$ cat src/rtl/serial_subtractor_if.sv
// serial_subtractor_if: start/operand/result bundle for the bit-serial subtractor.
//   iStart  - start request          iData_a - minuend      iData_b - subtrahend
//   iB      - borrow-in              oData   - difference   oData_B - borrow-out
//   oBusy   - subtraction running    oDone   - one-cycle result-valid pulse
//   oOverflow (only with SERIAL_SUB_OVERFLOW_EN) - signed overflow of A - B - iB
// master: requester side (drives the i* signals); slave: the subtractor.
interface serial_subtractor_if #(parameter int WIDTH = 8);
    logic             iStart;
    logic [WIDTH-1:0] iData_a;
    logic [WIDTH-1:0] iData_b;
    logic             iB;
    logic [WIDTH-1:0] oData;
    logic             oData_B;
    logic             oBusy;
    logic             oDone;
`ifdef SERIAL_SUB_OVERFLOW_EN
    logic             oOverflow;
    modport master (output iStart, iData_a, iData_b, iB, input oData, oData_B, oBusy, oDone, oOverflow);
    modport slave  (input iStart, iData_a, iData_b, iB, output oData, oData_B, oBusy, oDone, oOverflow);
`else
    modport master (output iStart, iData_a, iData_b, iB, input oData, oData_B, oBusy, oDone);
    modport slave  (input iStart, iData_a, iData_b, iB, output oData, oData_B, oBusy, oDone);
`endif
endinterface

$ cat src/rtl/serial_subtractor.sv
// serial_subtractor: bit-serial A - B - iB, LSB first, one full-subtractor cell plus a borrow flip-flop.
//   iClk   - clock, rising edge
//   iRst_n - asynchronous active-low reset
//   bus    - serial_subtractor_if.slave (start, operands, borrow-in, result, borrow-out, busy, done)
// Optional macro SERIAL_SUB_OVERFLOW_EN adds bus.oOverflow (signed overflow, registered with oData).
module serial_subtractor #(
    parameter int WIDTH = 8
) (
    input logic                iClk,
    input logic                iRst_n,
    serial_subtractor_if.slave bus
);
    localparam int CW = $clog2(WIDTH + 1);

    typedef enum logic [1:0] {IDLE, RUN, DONE} state_t;

    state_t           r_state;
    state_t           w_next;
    logic [WIDTH-1:0] r_a;
    logic [WIDTH-1:0] r_b;
    logic [WIDTH-1:0] r_res;
    logic [WIDTH-1:0] r_data;
    logic             r_data_b;
    logic             r_br;
    logic [CW-1:0]    r_cnt;
    logic             w_d;
    logic             w_br;
    logic             w_last;
    logic             w_accept;
`ifdef SERIAL_SUB_OVERFLOW_EN
    logic             r_ovf;
`endif

    assign w_d    = r_a[0] ^ r_b[0] ^ r_br;
    assign w_br   = (~r_a[0] & r_b[0]) | (~r_a[0] & r_br) | (r_b[0] & r_br);
    assign w_last = r_cnt == CW'(WIDTH - 1);
    // A start still pending in DONE is taken on the edge leaving DONE, giving WIDTH+1 cycle throughput.
    assign w_accept = (r_state == IDLE || r_state == DONE) && bus.iStart;

    always_comb begin
        w_next = r_state;
        if (w_accept)
            w_next = RUN;
        else if (r_state == RUN)
            w_next = w_last ? DONE : RUN;
        else if (r_state == DONE)
            w_next = IDLE;
    end

    always_ff @(posedge iClk or negedge iRst_n) begin
        if (!iRst_n)
            r_state <= IDLE;
        else
            r_state <= w_next;
    end

    always_ff @(posedge iClk or negedge iRst_n) begin
        if (!iRst_n) begin
            r_a      <= '0;
            r_b      <= '0;
            r_res    <= '0;
            r_data   <= '0;
            r_data_b <= 1'b0;
            r_br     <= 1'b0;
            r_cnt    <= '0;
`ifdef SERIAL_SUB_OVERFLOW_EN
            r_ovf    <= 1'b0;
`endif
        end else if (w_accept) begin
            r_a   <= bus.iData_a;
            r_b   <= bus.iData_b;
            r_br  <= bus.iB;
            r_cnt <= '0;
        end else if (r_state == RUN) begin
            r_a   <= r_a >> 1;
            r_b   <= r_b >> 1;
            r_br  <= w_br;
            r_res <= {w_d, r_res[WIDTH-1:1]};
            r_cnt <= r_cnt + CW'(1);
            if (w_last) begin
                r_data   <= {w_d, r_res[WIDTH-1:1]};
                r_data_b <= w_br;
`ifdef SERIAL_SUB_OVERFLOW_EN
                // On the last bit r_a[0]/r_b[0] hold the operand sign bits and w_d is the result sign.
                r_ovf    <= (r_a[0] != r_b[0]) && (w_d != r_a[0]);
`endif
            end
        end
    end

    assign bus.oData   = r_data;
    assign bus.oData_B = r_data_b;
    assign bus.oBusy   = r_state == RUN;
    assign bus.oDone   = r_state == DONE;
`ifdef SERIAL_SUB_OVERFLOW_EN
    assign bus.oOverflow = r_ovf;
`endif
endmodule

$ cat src/flat_wrapper.sv
// flat-port wrapper written by rule: the top's interface ports become plain ports
module serial_subtractor_flat 
#(
    parameter int WIDTH = 8
)
  (iClk, iRst_n, bus_iStart, bus_iData_a, bus_iData_b, bus_iB, bus_oData, bus_oData_B, bus_oBusy, bus_oDone);
  serial_subtractor_if #(.WIDTH(WIDTH)) bus_i ();
  input logic iClk;
  input logic iRst_n;
  input wire logic [$bits(bus_i.iStart)-1:0] bus_iStart;
  input wire logic [$bits(bus_i.iData_a)-1:0] bus_iData_a;
  input wire logic [$bits(bus_i.iData_b)-1:0] bus_iData_b;
  input wire logic [$bits(bus_i.iB)-1:0] bus_iB;
  output wire logic [$bits(bus_i.oData)-1:0] bus_oData;
  output wire logic [$bits(bus_i.oData_B)-1:0] bus_oData_B;
  output wire logic [$bits(bus_i.oBusy)-1:0] bus_oBusy;
  output wire logic [$bits(bus_i.oDone)-1:0] bus_oDone;
  assign bus_i.iStart = bus_iStart;
  assign bus_i.iData_a = bus_iData_a;
  assign bus_i.iData_b = bus_iData_b;
  assign bus_i.iB = bus_iB;
  assign bus_oData = bus_i.oData;
  assign bus_oData_B = bus_i.oData_B;
  assign bus_oBusy = bus_i.oBusy;
  assign bus_oDone = bus_i.oDone;
  serial_subtractor #(.WIDTH(WIDTH)) u_core (.iClk(iClk), .iRst_n(iRst_n), .bus(bus_i));
endmodule
$ cat config.mk
export PLATFORM = sky130hd
export DESIGN_NAME = serial_subtractor_flat
export DESIGN_NICKNAME = d
export VERILOG_FILES = /design/src/rtl/serial_subtractor_if.sv /design/src/rtl/serial_subtractor.sv /design/src/flat_wrapper.sv
export SDC_FILE = /design/constraint.sdc
export NUM_CORES = 1
export LEC_CHECK = 0
export ABC_AREA = 1
export CAP_MARGIN = 20
export CORE_MARGIN = 2
export CORE_UTILIZATION = 35
export DETAILED_ROUTE_END_ITERATION = 16
export DONT_BUFFER_PORTS = 1
export RECOVER_POWER = 100
export SYNTH_ARGS = -nofsm -noshare
export SYNTH_HDL_FRONTEND = slang
export SYNTH_SLANG_ARGS = --single-unit
$ cat constraint.sdc
create_clock -name iClk -period 2.15 [get_ports iClk]
set_clock_uncertainty 0.05 [all_clocks]
set_input_delay 0.1075 -clock iClk [delete_from_list [all_inputs] [get_ports iClk]]
set_output_delay 0.1075 -clock iClk [all_outputs]
set_load 0.05 [all_outputs]
==> results <==
- The global routing met2 resource utilization is 21.6%.
- Detailed placement finished with a half-perimeter wire length of 2160 um.
- The finished layout holds 284 standard cells, fillers aside.
- The number of clock buffers added by TritonCTS is 5.
- The share of synthesized area occupied by flip-flops and latches is 54.0%.
- In the routed design, unresolved DRC markers number 0.
- Synthesis produced 194 cells.
- The worst path in the final design needs a cycle of 1.63 ns, including I/O delays and setup.
- The clock latency reported for the late side of the worst-skew pair is 0.29 ns.
- The total overflow left after global routing is 0.
- The startpoint of the lowest-slack register-to-register path is u_core.r_cnt[0].
- Global routing used 3.97% of the available met3 tracks.
- The clock tree from TritonCTS is done.
- The setup slack of the worst register-to-register path is 0.53 ns.
- The total of warnings raised by yosys is 0.
- In the post-synthesis netlist, the cell with the most instances is sky130_fd_sc_hd__nand3_1.
- The max-slew violation count is 0.
- The utilization after layout is 41.6%.
- The largest single stage delay on the critical path is 0.49 ns.
- The number of hold violations in the final report is 0.
- The number of gates given a new drive strength after cts is 0.
- The critical setup path kind is reg2out.
- Setup total negative slack on the finished layout was measured at 0 ns.
- The clock root buffer master is sky130_fd_sc_hd__clkbuf_8.
- The largest net degree at the start of global routing is 41.
- The final number of setup-violating endpoints is 0.
- The routed layout has 1361 vias.
- The arrival time reported for the critical path endpoint is 1.47 ns.
- The hold-critical path endpoint is u_core.r_cnt[3].
- The top flip-flop cell by instance count after synthesis is sky130_fd_sc_hd__dfrtp_1.
- Based on the critical path, the design can be clocked at up to 0.613 GHz.
- The maximum root-to-sink buffer count is 2.
- The final wirelength is 3430 um.
- In the final design database the tool counted 239 nets.
- The critical path goes through inv_1, ha_1, clkbuf_1.
- The max capacitance violation total is 0.
- The proportion of synthesized flip-flops having asynchronous set or reset is 100%.
- The number of global-route vias before repair came to 1277.
- The top cell type's share of synthesized area is 54.0%.
- In this run the number of H-tree levels came out at 2.
- STA classifies the critical path startpoint as a register.
- The number of ports placed on the die boundary is 31.
- The tightest min-delay check is of the in2reg type.
- The total iterations of the first detailed-routing run is 4.
- 0 antenna diodes ended up in the layout.
- In the synthesized netlist, the cells that appear most often are sky130_fd_sc_hd__nand3_1, sky130_fd_sc_hd__nand2_1, sky130_fd_sc_hd__dfrtp_1.
- The run finished with clean final reports.
- Summed over all instances, the cell type with the most area after synthesis is sky130_fd_sc_hd__dfrtp_1.
- The placement row count is 26.
- In this run the vertical extent of the chip is 75.9 um.
- Synthesis produced a netlist with a net count of 220.
- In this run, synthesis produced a sequential element count of 39.
- The overall global routing resource usage is 13.5%.
- The clock-pin slew on the worst setup and hold paths is 0.07 ns.
- The worst-path cell with the longest stage delay is sky130_fd_sc_hd__clkbuf_1.
- The layer with the highest usage after global routing is met2.
- The leakage power is 0.996 nW.
- The detail-routed via count per cell is 4.79.
- In this run the post-CTS setup repair buffer count came out at 0.
- The top fanout value on the critical path is 4.
- The final worst-path cycle share is 75.9%.
- The number of antenna violations at the first check in global routing is 0.
- The average cell area after synthesis is 9.32 um2.
- In this run, distinct cell masters in the synthesized netlist total 23.
- The global-route wire length before repair is 5780 um.
- At the pin with the least slew margin, the transition time is 0.981 ns.
- The worst-case reg-to-reg path depth is 5.
- The hold path startpoint is bus_iStart.
- The type of destination of the critical path is an output pin.
- The endpoint identified for the worst register-to-register timing path is u_core.bus.oData[5].
- The placeable core area is 5040 um2.
- The met1 routing resource usage after global routing is 16.9%.
- IR analysis of the VDD net gives a maximum drop of 0.000541 V.
- In this run, placement finished with an instance count of 257.
- The starting density of the core is 35.9%.
- The area of the die is 5760 um2.
- In this run, synthesis inferred 0 flip-flops with an integrated enable.
- Setup repair after global routing left no endpoint under its margin.
- The design draws 0.00296 W.
- CTS saw 39 sinks.
- The placer's final routability congestion estimate is 0.687.
- The required arrival time at the worst endpoint is 1.99 ns.
- The count of hold-fix buffers inserted at cts is 19.
- The first routing iteration left 50 violations.
- The worst hold path was traced through 4 stages.
- The port buffer count is 0.
- In this run the remaining antenna-violating nets after routing total 0.
- After detailed routing, the average wire length per cell comes to 12.1 um.
- By area the synthesized netlist is led by sky130_fd_sc_hd__dfrtp_1, sky130_fd_sc_hd__nand3_1, sky130_fd_sc_hd__nand2_1.
- The area growth from synthesis to layout is 15.9%.
- Measured along the x axis, the die boundary spans 75.9 um.
- The mapped netlist covers 1810 um2.
- The worst slew margin relative to its limit is 34.6%.
- Of the cells placed in the final design, the portion with a size suffix greater than 1 is 7.94%.
- Power spread over the standard cell area amounts to 1410 nW/um2.
cell usage in the layout, fill, tap and decap left out, drive strengths merged:
cell type and instances:
o211ai 1, nand2 47, dlygate4sd3 18, ha 5, nor3 1, nand3 53, o21a 1, fa 1
a21oi 2, and3 1, buf 2, o21ai 15, dfrtp 39, nand4 1, clkbuf 11, nor2 5
inv 11
critical path: cells and delay by family, from the launching register on:
kind,cells,cell delay [ns]
buffers and inverters,2,0.58
DFF,1,0.41
adders and majority gates,1,0.18
routing by layer:
metal	vias up	part of all wire [%]
met2	37	45
met1	634	47
li1	682	-
met5	-	0
met3	8	5.6
met4	0	1.9
sequential cells by signal, indices dropped and copies added, names as in the netlist:
name                flops
u_core.r_br             1
u_core.r_cnt            4
u_core.bus.oData_B      1
u_core.r_state          2
u_core.r_b              8
u_core.r_res            7
u_core.bus.oData        8
u_core.r_a              8
cell type report:
cell class	count	area, um2
inverter	11	41.3
sequential	39	976
fill	517	2950
multi-input combinational	133	682
timing repair buffer	23	209
clock buffer	8	100
tap	70	87.6
logic make-up (layout without fill, tap and decap cells):
kind of cell	count (synthesis)	after routing	share of synthesized area (%)
and+or+nand+nor	108	108	27.8
DFF	39	39	54.0
buffers and inverters	22	42	6.44
AOI/OAI and AO/OA	19	19	7.20
adders and majority gates	6	6	4.57
report_power, final:
part / switching (W) / leakage, nW / total, W / internal [W]
sequential: 0.000416 / 0.501 / 0.00145 / 0.00104
clock: 0.000252 / 0.0515 / 0.000545 / 0.000293
combinational: 0.000606 / 0.444 / 0.000964 / 0.000358
worst max path at each step:
stage          depth (start not counted)  slack, ns                   to         startpoint
2_1_floorplan                          6       0.51  u_core.bus.oData[7]  u_core.r_state[1]
3_3_place_gp                           5       0.57        u_core.r_a[5]  u_core.r_state[0]
3_5_place_dp                           5       0.53        u_core.r_a[4]  u_core.r_state[0]
4_1_cts                                5       0.51        u_core.r_a[4]  u_core.r_state[0]
5_1_grt                                6       0.36        u_core.r_a[5]  u_core.r_state[0]
6_report                               3       0.52            bus_oDone  u_core.r_state[0]
through the flow:
stage / cell area, um2 / hold slack, ns / setup WS, ns
after CTS: 2150 / 0.214 / 0.512
after detailed placement: 1850 / -0.237 / 0.525
after global routing: 2100 / 0.306 / 0.355
after floorplan: 1810 / -0.238 / 0.505
after global placement: 1850 / -0.237 / 0.571
final: 2100 / 0.263 / 0.519
(Power assumes the default switching activity.)
